`src/rtl/mem_arb_pkg.sv`:
```
// Shared types and constants for the two-client MemDPI arbiter.
package mem_arb_pkg;

    localparam int unsigned MEM_LEN_BITS_DEF  = 8;
    localparam int unsigned MEM_ADDR_BITS_DEF = 32;
    localparam int unsigned MEM_DATA_BITS_DEF = 64;

    localparam logic MEM_OP_RD = 1'b0;
    localparam logic MEM_OP_WR = 1'b1;

    typedef enum logic [1:0] {
        StIdle,
        StReq,
        StRd,
        StWr
    } arb_state_e;

    typedef struct packed {
        logic                         opcode;
        logic [MEM_LEN_BITS_DEF-1:0]  len;
        logic [MEM_ADDR_BITS_DEF-1:0] addr;
    } mem_req_t;

endpackage

```
`src/rtl/mem_arb_rr2.sv`:
```
// Two-input round-robin grant; the pointer flips away from whichever client was just granted.
module mem_arb_rr2 (
    input  logic       clock,
    input  logic       reset,
    input  logic [1:0] req,
    input  logic       advance,
    output logic       gnt_valid,
    output logic       gnt_idx
);

    logic ptr_q, ptr_d;

    always_comb begin
        gnt_valid = |req;
        gnt_idx   = (&req) ? ptr_q : req[1];
        ptr_d     = ptr_q;
        if (advance && gnt_valid) begin
            ptr_d = ~gnt_idx;
        end
    end

    always_ff @(posedge clock) begin
        if (reset) begin
            ptr_q <= 1'b0;
        end else begin
            ptr_q <= ptr_d;
        end
    end

endmodule

```
`src/rtl/mem_arbiter.sv`:
```
// Round-robin arbiter sharing one MemDPI port between two engines, one burst per grant.
// Define MEM_ARB_BUSY_CNT_EN to build the saturating busy_cycles counter.
module mem_arbiter
    import mem_arb_pkg::*;
#(
    parameter int unsigned MEM_LEN_BITS  = MEM_LEN_BITS_DEF,
    parameter int unsigned MEM_ADDR_BITS = MEM_ADDR_BITS_DEF,
    parameter int unsigned MEM_DATA_BITS = MEM_DATA_BITS_DEF
) (
    input  logic                     clock,
    input  logic                     reset,

    input  logic                     c0_req_valid,
    input  logic                     c0_req_opcode,
    input  logic [MEM_LEN_BITS-1:0]  c0_req_len,
    input  logic [MEM_ADDR_BITS-1:0] c0_req_addr,
    output logic                     c0_req_ack,
    input  logic                     c0_wr_valid,
    input  logic [MEM_DATA_BITS-1:0] c0_wr_bits,
    output logic                     c0_wr_ready,
    output logic                     c0_rd_valid,
    output logic [MEM_DATA_BITS-1:0] c0_rd_bits,
    input  logic                     c0_rd_ready,

    input  logic                     c1_req_valid,
    input  logic                     c1_req_opcode,
    input  logic [MEM_LEN_BITS-1:0]  c1_req_len,
    input  logic [MEM_ADDR_BITS-1:0] c1_req_addr,
    output logic                     c1_req_ack,
    input  logic                     c1_wr_valid,
    input  logic [MEM_DATA_BITS-1:0] c1_wr_bits,
    output logic                     c1_wr_ready,
    output logic                     c1_rd_valid,
    output logic [MEM_DATA_BITS-1:0] c1_rd_bits,
    input  logic                     c1_rd_ready,

    output logic                     mem_req_valid,
    output logic                     mem_req_opcode,
    output logic [MEM_LEN_BITS-1:0]  mem_req_len,
    output logic [MEM_ADDR_BITS-1:0] mem_req_addr,
    output logic                     mem_wr_valid,
    output logic [MEM_DATA_BITS-1:0] mem_wr_bits,
    input  logic                     mem_rd_valid,
    input  logic [MEM_DATA_BITS-1:0] mem_rd_bits,
    output logic                     mem_rd_ready,

    output logic [31:0]              busy_cycles
);

    arb_state_e              state_q, state_d;
    logic                    owner_q, owner_d;
    logic [MEM_LEN_BITS-1:0] cnt_q, cnt_d;
    mem_req_t                req_q, req_d;
    mem_req_t                c0_fields, c1_fields;

    logic rr_advance;
    logic gnt_valid;
    logic gnt_idx;

    assign c0_fields = {c0_req_opcode, c0_req_len, c0_req_addr};
    assign c1_fields = {c1_req_opcode, c1_req_len, c1_req_addr};

    mem_arb_rr2 u_rr (
        .clock     (clock),
        .reset     (reset),
        .req       ({c1_req_valid, c0_req_valid}),
        .advance   (rr_advance),
        .gnt_valid (gnt_valid),
        .gnt_idx   (gnt_idx)
    );

    always_comb begin
        state_d        = state_q;
        owner_d        = owner_q;
        cnt_d          = cnt_q;
        req_d          = req_q;
        rr_advance     = 1'b0;
        mem_req_valid  = 1'b0;
        mem_req_opcode = 1'b0;
        mem_req_len    = '0;
        mem_req_addr   = '0;
        mem_wr_valid   = 1'b0;
        mem_wr_bits    = '0;
        mem_rd_ready   = 1'b0;
        c0_req_ack     = 1'b0;
        c1_req_ack     = 1'b0;
        c0_wr_ready    = 1'b0;
        c1_wr_ready    = 1'b0;
        c0_rd_valid    = 1'b0;
        c1_rd_valid    = 1'b0;
        c0_rd_bits     = '0;
        c1_rd_bits     = '0;

        case (state_q)
            StIdle: begin
                rr_advance = 1'b1;
                if (gnt_valid) begin
                    owner_d = gnt_idx;
                    req_d   = gnt_idx ? c1_fields : c0_fields;
                    state_d = StReq;
                end
            end
            StReq: begin
                mem_req_valid  = 1'b1;
                mem_req_opcode = req_q.opcode;
                mem_req_len    = req_q.len;
                mem_req_addr   = req_q.addr;
                c0_req_ack     = ~owner_q;
                c1_req_ack     = owner_q;
                cnt_d          = '0;
                state_d        = (req_q.opcode == MEM_OP_WR) ? StWr : StRd;
            end
            StRd: begin
                mem_rd_ready = owner_q ? c1_rd_ready : c0_rd_ready;
                c0_rd_valid  = ~owner_q & mem_rd_valid;
                c1_rd_valid  = owner_q & mem_rd_valid;
                c0_rd_bits   = mem_rd_bits;
                c1_rd_bits   = mem_rd_bits;
                if (mem_rd_valid && mem_rd_ready) begin
                    if (cnt_q == req_q.len) begin
                        state_d = StIdle;
                    end else begin
                        cnt_d = cnt_q + 1'b1;
                    end
                end
            end
            StWr: begin
                c0_wr_ready  = ~owner_q;
                c1_wr_ready  = owner_q;
                mem_wr_valid = owner_q ? c1_wr_valid : c0_wr_valid;
                mem_wr_bits  = owner_q ? c1_wr_bits : c0_wr_bits;
                // Memory never backpressures writes, so every valid beat counts.
                if (mem_wr_valid) begin
                    if (cnt_q == req_q.len) begin
                        state_d = StIdle;
                    end else begin
                        cnt_d = cnt_q + 1'b1;
                    end
                end
            end
            default: state_d = StIdle;
        endcase
    end

    always_ff @(posedge clock) begin
        if (reset) begin
            state_q <= StIdle;
            owner_q <= 1'b0;
            cnt_q   <= '0;
            req_q   <= '0;
        end else begin
            state_q <= state_d;
            owner_q <= owner_d;
            cnt_q   <= cnt_d;
            req_q   <= req_d;
        end
    end

`ifdef MEM_ARB_BUSY_CNT_EN
    logic [31:0] busy_q;

    always_ff @(posedge clock) begin
        if (reset) begin
            busy_q <= '0;
        end else if (state_q != StIdle && busy_q != 32'hFFFF_FFFF) begin
            busy_q <= busy_q + 32'd1;
        end
    end

    assign busy_cycles = busy_q;
`else
    assign busy_cycles = 32'd0;
`endif

endmodule

```
`config.mk`:
```
export PLATFORM = sky130hd
export DESIGN_NAME = mem_arbiter
export DESIGN_NICKNAME = d
export VERILOG_FILES = /design/src/rtl/mem_arb_pkg.sv /design/src/rtl/mem_arb_rr2.sv /design/src/rtl/mem_arbiter.sv
export SDC_FILE = /design/constraint.sdc
export NUM_CORES = 1
export LEC_CHECK = 0
export CELL_PAD_IN_SITES_DETAIL_PLACEMENT = 0
export CELL_PAD_IN_SITES_GLOBAL_PLACEMENT = 2
export CORE_MARGIN = 8
export CORE_UTILIZATION = 11
export CTS_BUF_LIST = sky130_fd_sc_hd__clkbuf_4 sky130_fd_sc_hd__clkbuf_8 sky130_fd_sc_hd__clkbuf_16
export DETAILED_ROUTE_END_ITERATION = 8
export PLACE_DENSITY = 0.87
export SYNTH_ARGS = -nofsm -noshare
export SYNTH_HDL_FRONTEND = slang
export SYNTH_HIERARCHICAL = 1
export SYNTH_SLANG_ARGS = --single-unit
```
`constraint.sdc`:
```
create_clock -name clock -period 1.8 [get_ports clock]
set_input_delay 0.36 -clock clock [delete_from_list [all_inputs] [get_ports clock]]
set_output_delay 0.36 -clock clock [all_outputs]
set_load 0.03 [all_outputs]
```
==> metrics.md <==
| Metric | Value |
|---|---|
| GRT Total Usage | 15.5% |
| Final WL | around 42 mm |
| Setup WS post-layout | -0.255 ns |
| Yosys warnings | 6 |
| Area leader, netlist | dfxtp_1 |
| Inserted Clock Buffers | 5 |
| Vias post-DR | ~6300 |
| Sw Share | approximately two fifths |
| First-pass DRT Iterations | 6 |
| Critical Path End Type | output pin |
| Max Buffers Root-to-Sink | 2 |
| Final worst-path cycle share | 114% |
| Post-synth EDFFs | 0 |
| Max Clk Rate | around 0.5 GHz |
| Gr ovfl total | 0 |
| Clock Sinks | 53 |
| Post-Route Utilization | 31.0% |
| Root Driver | clkbuf_16 |
| DIE AREA | approximately 50000 um2 |
| First-pass GRT wire length | approximately 55 mm |
| Commonest cells post-synth | and2_1, buf_4, a22o_1 |
| CTS tree | built |
| Worst R2R Setup Slack | -0.12 ns |
| Endpoints failing setup | between 200 and 250 |
| Top-area cell type share of the netlist area | ~22% |
| WHS | roughly 0.48 ns |
| Critical Setup Path Class | flop to output pin |
| Die Wd | 223 um |
| Leakage | roughly 5.5 nW |
| Final Hold Fails | 0 |
| Drt wl/cell | approximately 26 um |
| #FFs+latches synth | 53 |
| Status | finished, violations left |
| GPL Wtd Cong | 0.962 |
| Switch Pwr | approximately 2.8 mW |
| Row cnt | 76 |
| Top-count cell post-synth | and2_1 |
| H-tree depth | 2 |
| Fin nets | about 1400 |
| Clock skew | ~0.014 ns |
| Initial antenna violation count | 11 |
| CTS Hold Bufs | 0 |
| Max Transition Viols Final | 0 |
| CTS clk-pin slew, worst paths | ~0.090 ns |
| Layout area overhead | 180% |
| Fin crit period | approximately 2.1 ns |
| IO Count | 557 |
| PortBufs | 524 |
| Antenna Nets Post-Route | 0 |
| Die Y-Extent | 223 um |
| Min-Delay Path Class | primary input to flop |
| Worst Path Arrival | roughly 1.7 ns |
| Critical path required time | ~1.4 ns |
| Reg power frac | between 20% and 30% |
| Worst path slowest cell | dfxtp_4 |
| Dominant delay contributor by cell family on the critical path | buffers and inverters |
| Buffers & Inverters on Critical Path | 4 |
| RSZ-0062 raised after global routing | yes |
| Post-synthesis sequential area ratio | 22.5% |
| Max incr delay on CP | around 0.36 ns |
| DP HPWL | 33.9 mm |
| Synth area leaders | dfxtp_1, buf_4, and2_1 |
| Post-synthesis async set-or-reset flop share | 0% |
| Crit-path max FO | 6 |
| Max Cap Viol | 0 |
| Mapped Avg Cell Area | between 8 and 9 um2 |
| Crit-path most repeated cell | buf_12 |
| Drt drc | 0 |
| Cell variety after synth | 46 |
| Synth Flop Type | dfxtp_1 |
| Failing checks | negative setup slack |
| Share of cells above drive strength 1 | about half |
| Mapped Area | about 4700 um2 |
| Worst vdd ir | 0.382 mV |
| Nature of the critical path startpoint | flop |
| Power per standard cell area | approximately 530 nW/um2 |
| Mapped Cells | around 580 |
| Internal power | about 4.2 mW |
| Crit-path cells | buf_6 -> and3_4 -> clkbuf_16 -> buf_12 -> a22o_4 -> buf_12 |
| Vias per Instance | a little under 4 |
| Clk pwr share | between 10% and 20% |
| Clk Latency, worst-skew pair | 0.31 ns |
| Initial Util | 11.1% |
| Iter 0 DRT Violations | roughly 200 |
| Core area | 42700 um2 |
| Vias in the first global route | 6631 |
| Part of the power in combinational logic | 64.2% |
| Largest net degree at the start of global routing | 43 |
==> per-stage QoR <==
stage	instances	TNS, ns	worst slack, ns	area [um2]	power, mW
CTS	1608	-46.18	-0.273	12700	6.96
detailed placement	1567	-8.51	-0.367	10900	5.06
global route	1625	-55.33	-0.294	13200	7.36
floorplan	608	-1.93	-0.0758	5010	3.28
global placement	1567	-6.22	-0.405	10900	5.04
finish	1626	-40.47	-0.255	13200	7.01
==> layout make-up <==
class / instances / area, um2
Fill cell: 4371 / 29500
Timing Repair Buffer: 606 / 7640
Multi-Input combinational cell: 405 / 3640
Sequential cell: 53 / 1070
Tap cell: 546 / 683
Clock buffer: 5 / 125
Clock inverter: 3 / 25.0
Inverter: 3 / 15.0
Antenna cell: 5 / 12.5
==> timing repair <==
action | in CTS | in global routing
cloned | 15 | 9
buffers inserted | 18 | 11
setup endpoints to repair | 248 | 248
resized for setup | 306 | 67
pin swaps | 57 | 57
==> placed cells by master (no fill, tap or decap), types with 3 or more instances in the layout <==
cell type	count
clkdlybuf4s50_1	281
buf_6	162
and2_4	107
buf_12	106
dfxtp_1	50
a22o_4	47
nor2_1	47
mux2i_1	45
a211oi_1	42
conb_1	32
buf_4	27
clkbuf_16	14
a22o_2	13
buf_16	12
xnor2_1	8
buf_8	8
diode_2	5
nor2_4	5
a22o_1	4
o211ai_1	4
nand2_1	4
nor2b_4	3
nand2b_1	3
dfxtp_4	3
==> registers in the layout, summed over array words and instances (netlist names) <==
register and count:
cnt_q 8, u_rr/ptr_q 1, req_q 41, state_q 2
owner_q 1
==> cell families (layout without fill, tap and decap cells) <==
family          count (synthesis)  after routing  synth area share, %
buf+inv                       150            617                 20.3
xor+xnor                        9              9                 1.67
fa+ha+maj                       1              1                0.265
compound gates                130            130                 23.0
mux                            48             48                 10.4
simple gates                  185            185                 21.9
other cells                     1             37               0.0794
flops                          53             53                 22.5
==> path summary, 6_finish.rpt <==
kind                                from  depth (start not counted)                      to
setup / recovery    owner_q$_SDFFE_PP0P_                          6         mem_wr_bits[60]
hold / removal                     reset                          2   cnt_q[1]$_SDFFE_PP0P_
setup reg to reg    owner_q$_SDFFE_PP0P_                          7   cnt_q[6]$_SDFFE_PP0P_
hold reg to reg   req_q[30]$_SDFFE_PP0P_                          2  req_q[30]$_SDFFE_PP0P_
==> layer usage <==
metal  wire [um]  track usage (%)  part of all wire (%)  vias to the layer above
met2       21100             26.9                    50                      340
met1       16500             17.6                    39                     2973
met4         880             3.97                   2.1                        2
li1            -                -                     -                     2907
met3        3900             5.88                   9.2                       38
met5           8                0                 0.019                        -
==> power groups by stage <==
stage,registers (mW),logic [mW],clock network [mW]
after floorplan,1.41,1.87,0
after global placement,1.46,3.59,0
after detailed placement,1.46,3.60,0
after CTS,1.45,4.39,1.12
after global routing,1.47,4.72,1.17
final,1.45,4.50,1.05
Power figures use the tool's default switching activity.
